[src/rtl/select_n_1_reg_wn_if.sv]
// Flow-controlled N-way select bus.
// Producer side: in_valid, in_ready, i_data (nsel lanes of dwidth), enable (one-hot).
// Consumer side: out_valid, out_ready, o0 (selected data), o_idx (lane index), o_err.
// master = the environment (producer + consumer), slave = the select block.
interface select_n_1_reg_wn_if #(
  parameter int dwidth = 32,
  parameter int nsel   = 4
);
  localparam int iw = $clog2(nsel);

  logic                   in_valid;
  logic                   in_ready;
  logic [nsel*dwidth-1:0] i_data;
  logic [nsel-1:0]        enable;
  logic                   out_valid;
  logic                   out_ready;
  logic [dwidth-1:0]      o0;
  logic [iw-1:0]          o_idx;
  logic                   o_err;

  modport master (
    output in_valid, i_data, enable, out_ready,
    input  in_ready, out_valid, o0, o_idx, o_err
  );

  modport slave (
    input  in_valid, i_data, enable, out_ready,
    output in_ready, out_valid, o0, o_idx, o_err
  );
endinterface

[src/rtl/select_n_1_reg_wn.sv]
// N-way one-hot select with a registered, valid/ready flow-controlled output.
// The selected lane, its index and an illegal-enable flag are captured on each
// accepted beat and held until the consumer takes them. Illegal beats (several
// enable bits set, or none when zero_on_none=0) deliver zero data with o_err=1
// and bump a saturating error counter.
// Ports:
//   clk      rising-edge clock
//   rst_n    asynchronous active-low reset
//   bus      select_n_1_reg_wn_if.slave (handshake, lanes, enable, outputs)
//   err_cnt  saturating count of illegal beats
//   err_clr  synchronous clear of err_cnt
module select_n_1_reg_wn #(
  parameter int dwidth       = 32,
  parameter int nsel         = 4,
  parameter bit zero_on_none = 1'b1,
  parameter int cntw         = 8
) (
  input  logic                   clk,
  input  logic                   rst_n,
  select_n_1_reg_wn_if.slave     bus,
  output logic [cntw-1:0]        err_cnt,
  input  logic                   err_clr
);
  localparam int iw = $clog2(nsel);
  localparam logic [cntw-1:0] cnt_max = {cntw{1'b1}};

  logic              accept;
  logic              any_set;
  logic              multi_set;
  logic              illegal;
  logic [iw-1:0]     hit_idx;
  logic [dwidth-1:0] hit_data;
  logic [iw-1:0]     dec_idx;
  logic [dwidth-1:0] dec_data;

  // A full register may still accept when the held beat leaves this cycle.
  assign bus.in_ready = !bus.out_valid || bus.out_ready;
  assign accept       = bus.in_valid && bus.in_ready;

  // NOTE: every signal written here gets a default first, so no path leaves
  // a value unassigned and no latch is inferred.
  always_comb begin
    any_set   = 1'b0;
    multi_set = 1'b0;
    hit_idx   = '0;
    hit_data  = '0;
    for (int k = 0; k < nsel; k++) begin
      if (bus.enable[k]) begin
        if (any_set) multi_set = 1'b1;
        any_set  = 1'b1;
        hit_idx  = iw'(k);
        hit_data = bus.i_data[k*dwidth +: dwidth];
      end
    end
    illegal  = multi_set || (!any_set && !zero_on_none);
    // Only a clean one-hot pick forwards lane data; everything else is zero.
    dec_idx  = (any_set && !multi_set) ? hit_idx  : '0;
    dec_data = (any_set && !multi_set) ? hit_data : '0;
  end

  // NOTE: sequential state uses non-blocking assignments so every register
  // samples the pre-edge values, independent of statement order.
  always_ff @(posedge clk or negedge rst_n) begin
    if (!rst_n) begin
      bus.out_valid <= 1'b0;
      bus.o0        <= '0;
      bus.o_idx     <= '0;
      bus.o_err     <= 1'b0;
    end else begin
      // EMPTY/FULL tracked by out_valid: load on accept, drain on deliver.
      if (accept) begin
        bus.out_valid <= 1'b1;
        bus.o0        <= dec_data;
        bus.o_idx     <= dec_idx;
        bus.o_err     <= illegal;
      end else if (bus.out_ready) begin
        bus.out_valid <= 1'b0;
      end
    end
  end

  always_ff @(posedge clk or negedge rst_n) begin
    if (!rst_n) begin
      err_cnt <= '0;
    end else if (err_clr) begin
      // A clear coinciding with an illegal beat still records that beat.
      err_cnt <= (accept && illegal) ? cntw'(1) : '0;
    end else if (accept && illegal && err_cnt != cnt_max) begin
      err_cnt <= err_cnt + cntw'(1);
    end
  end
endmodule
[src/flat_wrapper.sv]
// flat-port wrapper written by rule: the top's interface ports become plain ports
module select_n_1_reg_wn_flat 
#(
  parameter int dwidth       = 32,
  parameter int nsel         = 4,
  parameter bit zero_on_none = 1'b1,
  parameter int cntw         = 8
)
  (clk, rst_n, err_cnt, err_clr, bus_in_valid, bus_i_data, bus_enable, bus_out_ready, bus_in_ready, bus_out_valid, bus_o0, bus_o_idx, bus_o_err);
  select_n_1_reg_wn_if #(.dwidth(dwidth), .nsel(nsel)) bus_i ();
  input  logic clk;
  input  logic rst_n;
  output logic [cntw-1:0] err_cnt;
  input  logic err_clr;
  input wire logic [$bits(bus_i.in_valid)-1:0] bus_in_valid;
  input wire logic [$bits(bus_i.i_data)-1:0] bus_i_data;
  input wire logic [$bits(bus_i.enable)-1:0] bus_enable;
  input wire logic [$bits(bus_i.out_ready)-1:0] bus_out_ready;
  output wire logic [$bits(bus_i.in_ready)-1:0] bus_in_ready;
  output wire logic [$bits(bus_i.out_valid)-1:0] bus_out_valid;
  output wire logic [$bits(bus_i.o0)-1:0] bus_o0;
  output wire logic [$bits(bus_i.o_idx)-1:0] bus_o_idx;
  output wire logic [$bits(bus_i.o_err)-1:0] bus_o_err;
  assign bus_i.in_valid = bus_in_valid;
  assign bus_i.i_data = bus_i_data;
  assign bus_i.enable = bus_enable;
  assign bus_i.out_ready = bus_out_ready;
  assign bus_in_ready = bus_i.in_ready;
  assign bus_out_valid = bus_i.out_valid;
  assign bus_o0 = bus_i.o0;
  assign bus_o_idx = bus_i.o_idx;
  assign bus_o_err = bus_i.o_err;
  select_n_1_reg_wn #(.dwidth(dwidth), .nsel(nsel), .zero_on_none(zero_on_none), .cntw(cntw)) u_core (.clk(clk), .rst_n(rst_n), .bus(bus_i), .err_cnt(err_cnt), .err_clr(err_clr));
endmodule
[config.mk]
export PLATFORM = sky130hd
export DESIGN_NAME = select_n_1_reg_wn_flat
export DESIGN_NICKNAME = d
export VERILOG_FILES = /design/src/rtl/select_n_1_reg_wn_if.sv /design/src/rtl/select_n_1_reg_wn.sv /design/src/flat_wrapper.sv
export SDC_FILE = /design/constraint.sdc
export NUM_CORES = 1
export LEC_CHECK = 0
export CORE_ASPECT_RATIO = 0.8
export CORE_MARGIN = 4
export CORE_UTILIZATION = 31
export DETAILED_ROUTE_END_ITERATION = 10
export PLACE_DENSITY = 0.83
export SYNTH_ARGS = -nofsm -noshare
export SYNTH_HDL_FRONTEND = slang
export SYNTH_SLANG_ARGS = --single-unit
[constraint.sdc]
create_clock -name clk -period 1.45 [get_ports clk]
set_input_delay 0.435 -clock clk [delete_from_list [all_inputs] [get_ports clk]]
set_output_delay 0.435 -clock clk [all_outputs]
set_load 0.02 [all_outputs]
==> impl_metrics.csv, run 1 <==
group,metric,value,unit
synthesis,ys_types,38,
sta,period_share,104,%
sta,setup_tns,-172,ps
clock_tree,cts.hold.buffers_added,0,
placed_design,hpwlAfterDp,8050,microns
sta,worst_pin_slew,364,ps
sta,final.setup_skew,10.7,ps
sta,hold_ws,104,ps
floorplanning,rows,29,
setup_path,crit_required,1630,ps
drt,drt_iter0_drc,185,
cells_and_area,layout-drive-gt1-share,24.3,%
grt,grt-ovfl-total,0,
grt,grt_antenna_before_repair,0,
grt,grt.total_usage,22.2,%
sta,finalSetupViolations,7,
cells_and_area,final_area,0.00500,sq mm
floorplanning,io_pins,182,
synthesis,netlist_area,0.00251,sq mm
placed_design,gp_congestion,0.778,
drt,drtPass1Iterations,4,
placed_design,port_buffers,181,
synthesis,synth_ff_type,"dfrtp_1",
setup_path,cp-end-kind,"flip-flop",
clock_tree,path_clk_slew,90,ps
power_and_ir_drop,p_per_area,712,mW/mm^2
setup_path,cp-start-kind,"flip-flop",
synthesis,seq_area_frac_synth,43.9,%
cells_and_area,syn_to_final_growth,99.7,%
drt,postRouteWirelength,11300,microns
grt,grt_pass1_wl,16800,microns
synthesis,async_reset_ff_share,100,%
drt,drc,0,
grt,grt_max_degree,45,
floorplanning,initial_core_util,31.7,%
floorplanning,die_height,88.4,microns
setup_path,worstSetupPathType,"reg -> reg",
floorplanning,die_area,0.00960,sq mm
synthesis,ys_warn_count,0,
drt,wl_per_cell,19.4,microns
sta,final_max_slew_viol_count,0,
synthesis,avgSynthCellArea,9.46,sq um
outcome,violations,"negative setup slack",
sta,final_period_minus_worst_setup_slack,1510,ps
outcome,status,"finished, violations left",
sta,rsz0062_at_grt,"true",
hold_path,hp-class,"in -> async",
synthesis,postSynthCellCount,265,
sta,hold_violations,0,
grt,grt_pass1_vias,3274,
synthesis,synthesis.nets,403,
placed_design,dpl_cell_area,0.00471,sq mm
cells_and_area,fillers,645,
power_and_ir_drop,vdd_ir_drop_max,0.437,mV
setup_path,crit_fanout,6,
clock_tree,cts.sinks,44,
cells_and_area,layout_common_cells,"clkdlybuf4s50_1 (129), dfrtp_1 (41), a21oi_1 (34), a22o_1 (33)",
clock_tree,cts_root_buf,"clkbuf_8",
flow_run,maxCapViolCount,0,
floorplanning,core,0.00791,sq mm
cells_and_area,nNetsFinal,611,
sta,max_freq,663,MHz
sta,setup_ws,-57.3,ps
clock_tree,clock_latency,290,ps
floorplanning,die_w,109,microns
synthesis,synth_edf_count,0,
drt,routed_via_density,5.41,
cells_and_area,mostFrequentLayoutCell,"clkdlybuf4s50_1",
synthesis,synthTopCellsByArea,"dfrtp_1 (44%), a22o_1 (12%), a22oi_1 (9.6%)",
setup_path,crit_arrival,1690,ps
synthesis,ys_ff_latch,44,
clock_tree,cts_buffers,5,
clock_tree,cts_tree,"done",
cells_and_area,antenna-diode-count,0,
drt,vias,3147,
sta,max-slew-margin-rel,75.6,%
clock_tree,cts-htree-levels,2,
clock_tree,clock_path_buffers,2,
synthesis,synth_top_area_cell,"dfrtp_1",
power_and_ir_drop,p_leak,2.08,nW
synthesis,netlist.area_leader.share,43.9,%
drt,drtAntennaViolNets,0,
==> report_power, final <==
group | internal (mW) | switching, mW
combinational | 0.766 | 0.629
clock | 0.337 | 0.405
sequential | 1.35 | 0.0774
==> layer usage <==
| layer | vias up | track usage, % | routed length [microns] |
|---|---|---|---|
| met5 | - | 0 | 0 |
| met4 | 0 | 5.85 | 227 |
| met3 | 20 | 5.69 | 1070 |
| met2 | 143 | 39.6 | 5570 |
| met1 | 1518 | 26.9 | 4420 |
| li1 | 1466 | - | - |
==> critical path: stages (launching register included) <==
cell      delay [ps]
dfrtp_2          430
nand2b_4          80
buf_6            130
buf_12           100
nand2_4           80
buf_4            170
o31ai_1          300
a21oi_2           90
==> registers in the layout (all words and copies together), names as in the netlist <==
signal	count
u_core.bus.o_err	1
u_core.bus.o_idx	2
u_core.bus.out_valid	1
u_core.err_cnt	8
u_core.bus.o0	32
==> Yosys cell counts (2+ instances only) <==
cell type  count
o22ai_1       32
a22o_1        33
buf_2          4
buf_1          2
a22oi_1       32
clkbuf_1      21
nand2b_1       4
inv_1          2
nand2_1        8
nand3_1        5
nor2b_1        4
a21oi_1       36
o31ai_1        2
nor4b_1        2
nor2_1         6
or4_1          3
mux2_1         3
nor4_1         3
dfrtp_1       44
==> repair_timing <==
action / in CTS / in global routing
setup buffers: 9 / 3
endpoints found under the setup margin: 88 / 77
gates resized for setup: 129 / 57
gates cloned: 4 / 0
pin swaps: 10 / 2
==> worst paths after layout <==
kind,startpoint,end,slack (ps),cells past startpoint
hold / removal,rst_n,u_core.bus.o0[12],100,2
min in group clk,bus_enable[0],u_core.bus.o_idx[0],410,2
setup / recovery,u_core.bus.out_valid,u_core.err_cnt[3],-60,7
max in group asynchronous,rst_n,u_core.bus.o0[25],1110,2
setup reg to reg,u_core.bus.out_valid,u_core.err_cnt[3],-60,7
hold reg to reg,u_core.bus.o_idx[0],u_core.bus.o_idx[0],510,2
==> kinds of logic (layout without fill, tap and decap cells) <==
group | count (synthesis) | after routing | synth area share [%]
compound gates | 145 | 145 | 39.9
flops | 44 | 44 | 43.9
simple gates | 39 | 40 | 8.39
buf+inv | 31 | 239 | 5.14
mux | 4 | 4 | 1.75
fa+ha+maj | 1 | 1 | 0.499
xor+xnor | 1 | 1 | 0.350
==> stage by stage <==
stage | util, % | total power, mW | setup WS, ps | cells
6_report | 63.3 | 3.56 | -57.3 | 582
5_1_grt | 63.3 | 3.77 | -128 | 582
4_1_cts | 63.1 | 3.56 | -37.4 | 580
3_5_place_dp | 59.6 | 2.83 | -745 | 560
3_3_place_gp | 59.6 | 2.80 | -717 | 560
2_1_floorplan | - | 1.99 | -86.9 | 265
==> area by class of cell <==
| type | count | area, sq um | share of cell area (%) |
|---|---|---|---|
| multi-input combinational | 191 | 1480 | 29.6 |
| clock inverter | 2 | 12.5 | 0.250 |
| clock buffer | 6 | 72.6 | 1.45 |
| sequential | 44 | 1100 | 22.1 |
| timing repair buffer | 228 | 2180 | 43.7 |
| inverter | 3 | 11.3 | 0.225 |
| tap | 108 | 135 | 2.70 |
Note: power is estimated with default switching activity, not from simulation.
==> run 2, diff against run 1 <==
Settings changed: CELL_PAD_IN_SITES_DETAIL_PLACEMENT set to 1, CELL_PAD_IN_SITES_GLOBAL_PLACEMENT set to 1, CORE_UTILIZATION 31 to 22, PLACE_DENSITY 0.83 to 0.85, RECOVER_POWER set to 25.
Clock period 1.45 ns to 1.2 ns, I/O delays scaled along.
==> impl_metrics.csv, run 2 (same netlist as run 1, synthesis figures left out) <==
group,metric,value,unit
drt,postRouteWirelength,13300,microns
hold_path,hp-class,"in -> async",
sta,finalSetupViolations,52,
setup_path,crit_fanout,3,
placed_design,dpl_cell_area,0.00484,sq mm
drt,vias,3298,
placed_design,hpwlAfterDp,9380,microns
setup_path,r2r_slack,-260,ps
cells_and_area,mostFrequentLayoutCell,"clkdlybuf4s50_1",
cells_and_area,final_area,0.00554,sq mm
floorplanning,die_height,103,microns
floorplanning,core,0.0110,sq mm
sta,final_period_minus_worst_setup_slack,1460,ps
placed_design,port_buffers,181,
cells_and_area,nNetsFinal,640,
setup_path,crit_required,1400,ps
floorplanning,rows,34,
floorplanning,io_pins,182,
setup_path,crit_arrival,1660,ps
sta,setup_ws,-259,ps
sta,max_freq,685,MHz
cells_and_area,fillers,1203,
clock_tree,cts.sinks,44,
outcome,status,"finished, violations left",
floorplanning,die_w,127,microns
sta,max-slew-margin-rel,57.2,%
clock_tree,path_clk_slew,60,ps
sta,worst_pin_slew,642,ps
sta,hold_ws,231,ps
power_and_ir_drop,total_power,5.17,mW
flow_run,maxCapViolCount,0,
sta,final.setup_skew,4.53,ps
clock_tree,cts_tree,"done",
sta,period_share,122,%
grt,grt_max_degree,45,
clock_tree,cts-htree-levels,2,
power_and_ir_drop,p_leak,2.35,nW
cells_and_area,final_util,50.3,%
drt,drtAntennaViolNets,0,
cells_and_area,layout_common_cells,"clkdlybuf4s50_1 (128), buf_4 (56), buf_6 (47), dfrtp_1 (38)",
sta,rsz0062_at_grt,"true",
cells_and_area,syn_to_final_growth,121,%
cells_and_area,reg.largest.list,"u_core.bus.o0: 32 flops, u_core.err_cnt: 8 flops, u_core.bus.o_idx: 2 flops",
drt,wl_per_cell,20.5,microns
placed_design,gp_congestion,0.852,
grt,grt.total_usage,18.7,%
clock_tree,cts.hold.buffers_added,0,
clock_tree,cts_root_buf,"clkbuf_16",
placed_design,place_inst,602,
outcome,violations,"negative setup slack",
grt,grt_antenna_before_repair,1,
cells_and_area,layout-drive-gt1-share,34.5,%
clock_tree,cts_buffers,5,
sta,final_max_slew_viol_count,0,
setup_path,worstSetupPathType,"reg -> reg",
power_and_ir_drop,p_per_area,934,mW/mm^2
sta,hold_violations,0,
cells_and_area,stdcell_count,647,
clock_tree,clock_latency,280,ps
drt,drtPass1Iterations,4,
power_and_ir_drop,vdd_ir_drop_max,0.658,mV
setup_path,cp-end-kind,"flip-flop",
clock_tree,clock_path_buffers,2,
setup_path,cp-start-kind,"flip-flop",
floorplanning,initial_core_util,22.7,%
cells_and_area,largest_reg_flops,32,
grt,grt-ovfl-total,0,
grt,grt_pass1_wl,19500,microns
drt,drc,0,
floorplanning,die_area,0.0132,sq mm
drt,routed_via_density,5.10,
drt,drt_iter0_drc,92,
grt,grt_pass1_vias,3685,
cells_and_area,regMostFlops,"u_core.bus.o0",
[run 2: worst max-delay path, cell delays in order (launching register included)]
cell      delay (ps)
dfrtp_2          400
buf_4            120
nand3_2           90
o21bai_4         210
or4_4            420
a21oi_2          150
[run 2: power breakdown]
part           leakage, nW  switching (mW)  total [mW]  internal (mW)
combinational         1.69           0.848        2.00           1.15
sequential           0.577           0.112        1.74           1.63
clock               0.0760           0.554        1.43          0.875
total                 2.35            1.51        5.17           3.66
[run 2: stage by stage]
stage | worst slack (ps) | setup TNS (ps)
global placement | -917 | -40550
global route | -331 | -12920
detailed placement | -976 | -42920
CTS | -299 | -8690
floorplan | -316 | -7510
finish | -259 | -9770
[run 2: what timing repair did]
| item | CTS | global route |
|---|---|---|
| setup buffers | 14 | 22 |
| gates cloned | 4 | 0 |
| pin swaps | 12 | 7 |
| resized for setup | 257 | 67 |
| setup endpoints to repair | 87 | 84 |
[run 2: layout make-up]
cell class	count	area (sq um)	area share, %
diodes	1	2.50	0.0452
clock buffers	7	153	2.76
inverters	3	11.3	0.203
multi-input cells	191	1540	27.8
flip-flops and latches	44	1110	20.0
well taps	144	180	3.25
repair buffers	257	2540	45.9
[run 2: worst paths after layout]
| path | from | end | cells past startpoint |
|---|---|---|---|
| max in group asynchronous | rst_n | u_core.err_cnt[3] | 2 |
| worst min-delay path | rst_n | u_core.err_cnt[5] | 2 |
| min in group clk | bus_enable[0] | u_core.bus.o_idx[0] | 3 |
| worst max register to register | u_core.err_cnt[1] | u_core.err_cnt[3] | 5 |
| worst max-delay path | u_core.err_cnt[1] | u_core.err_cnt[3] | 5 |
| worst min register to register | u_core.bus.o0[13] | u_core.bus.o0[13] | 1 |
[run 2: routing by layer]
metal | global-route usage (%) | up-vias | part of all wire (%)
met5 | 0 | - | 0
met4 | 4.29 | 0 | 2.0
met3 | 4.00 | 18 | 5.8
met2 | 35.1 | 125 | 52
met1 | 22.1 | 1627 | 40
li1 | - | 1528 | -
==> run 3, diff against run 2 <==
Settings changed: CTS_CLUSTER_DIAMETER set to 30.
==> results of run 3 <==
The final DEF is identical to that of run 2; final timing and power are the same.
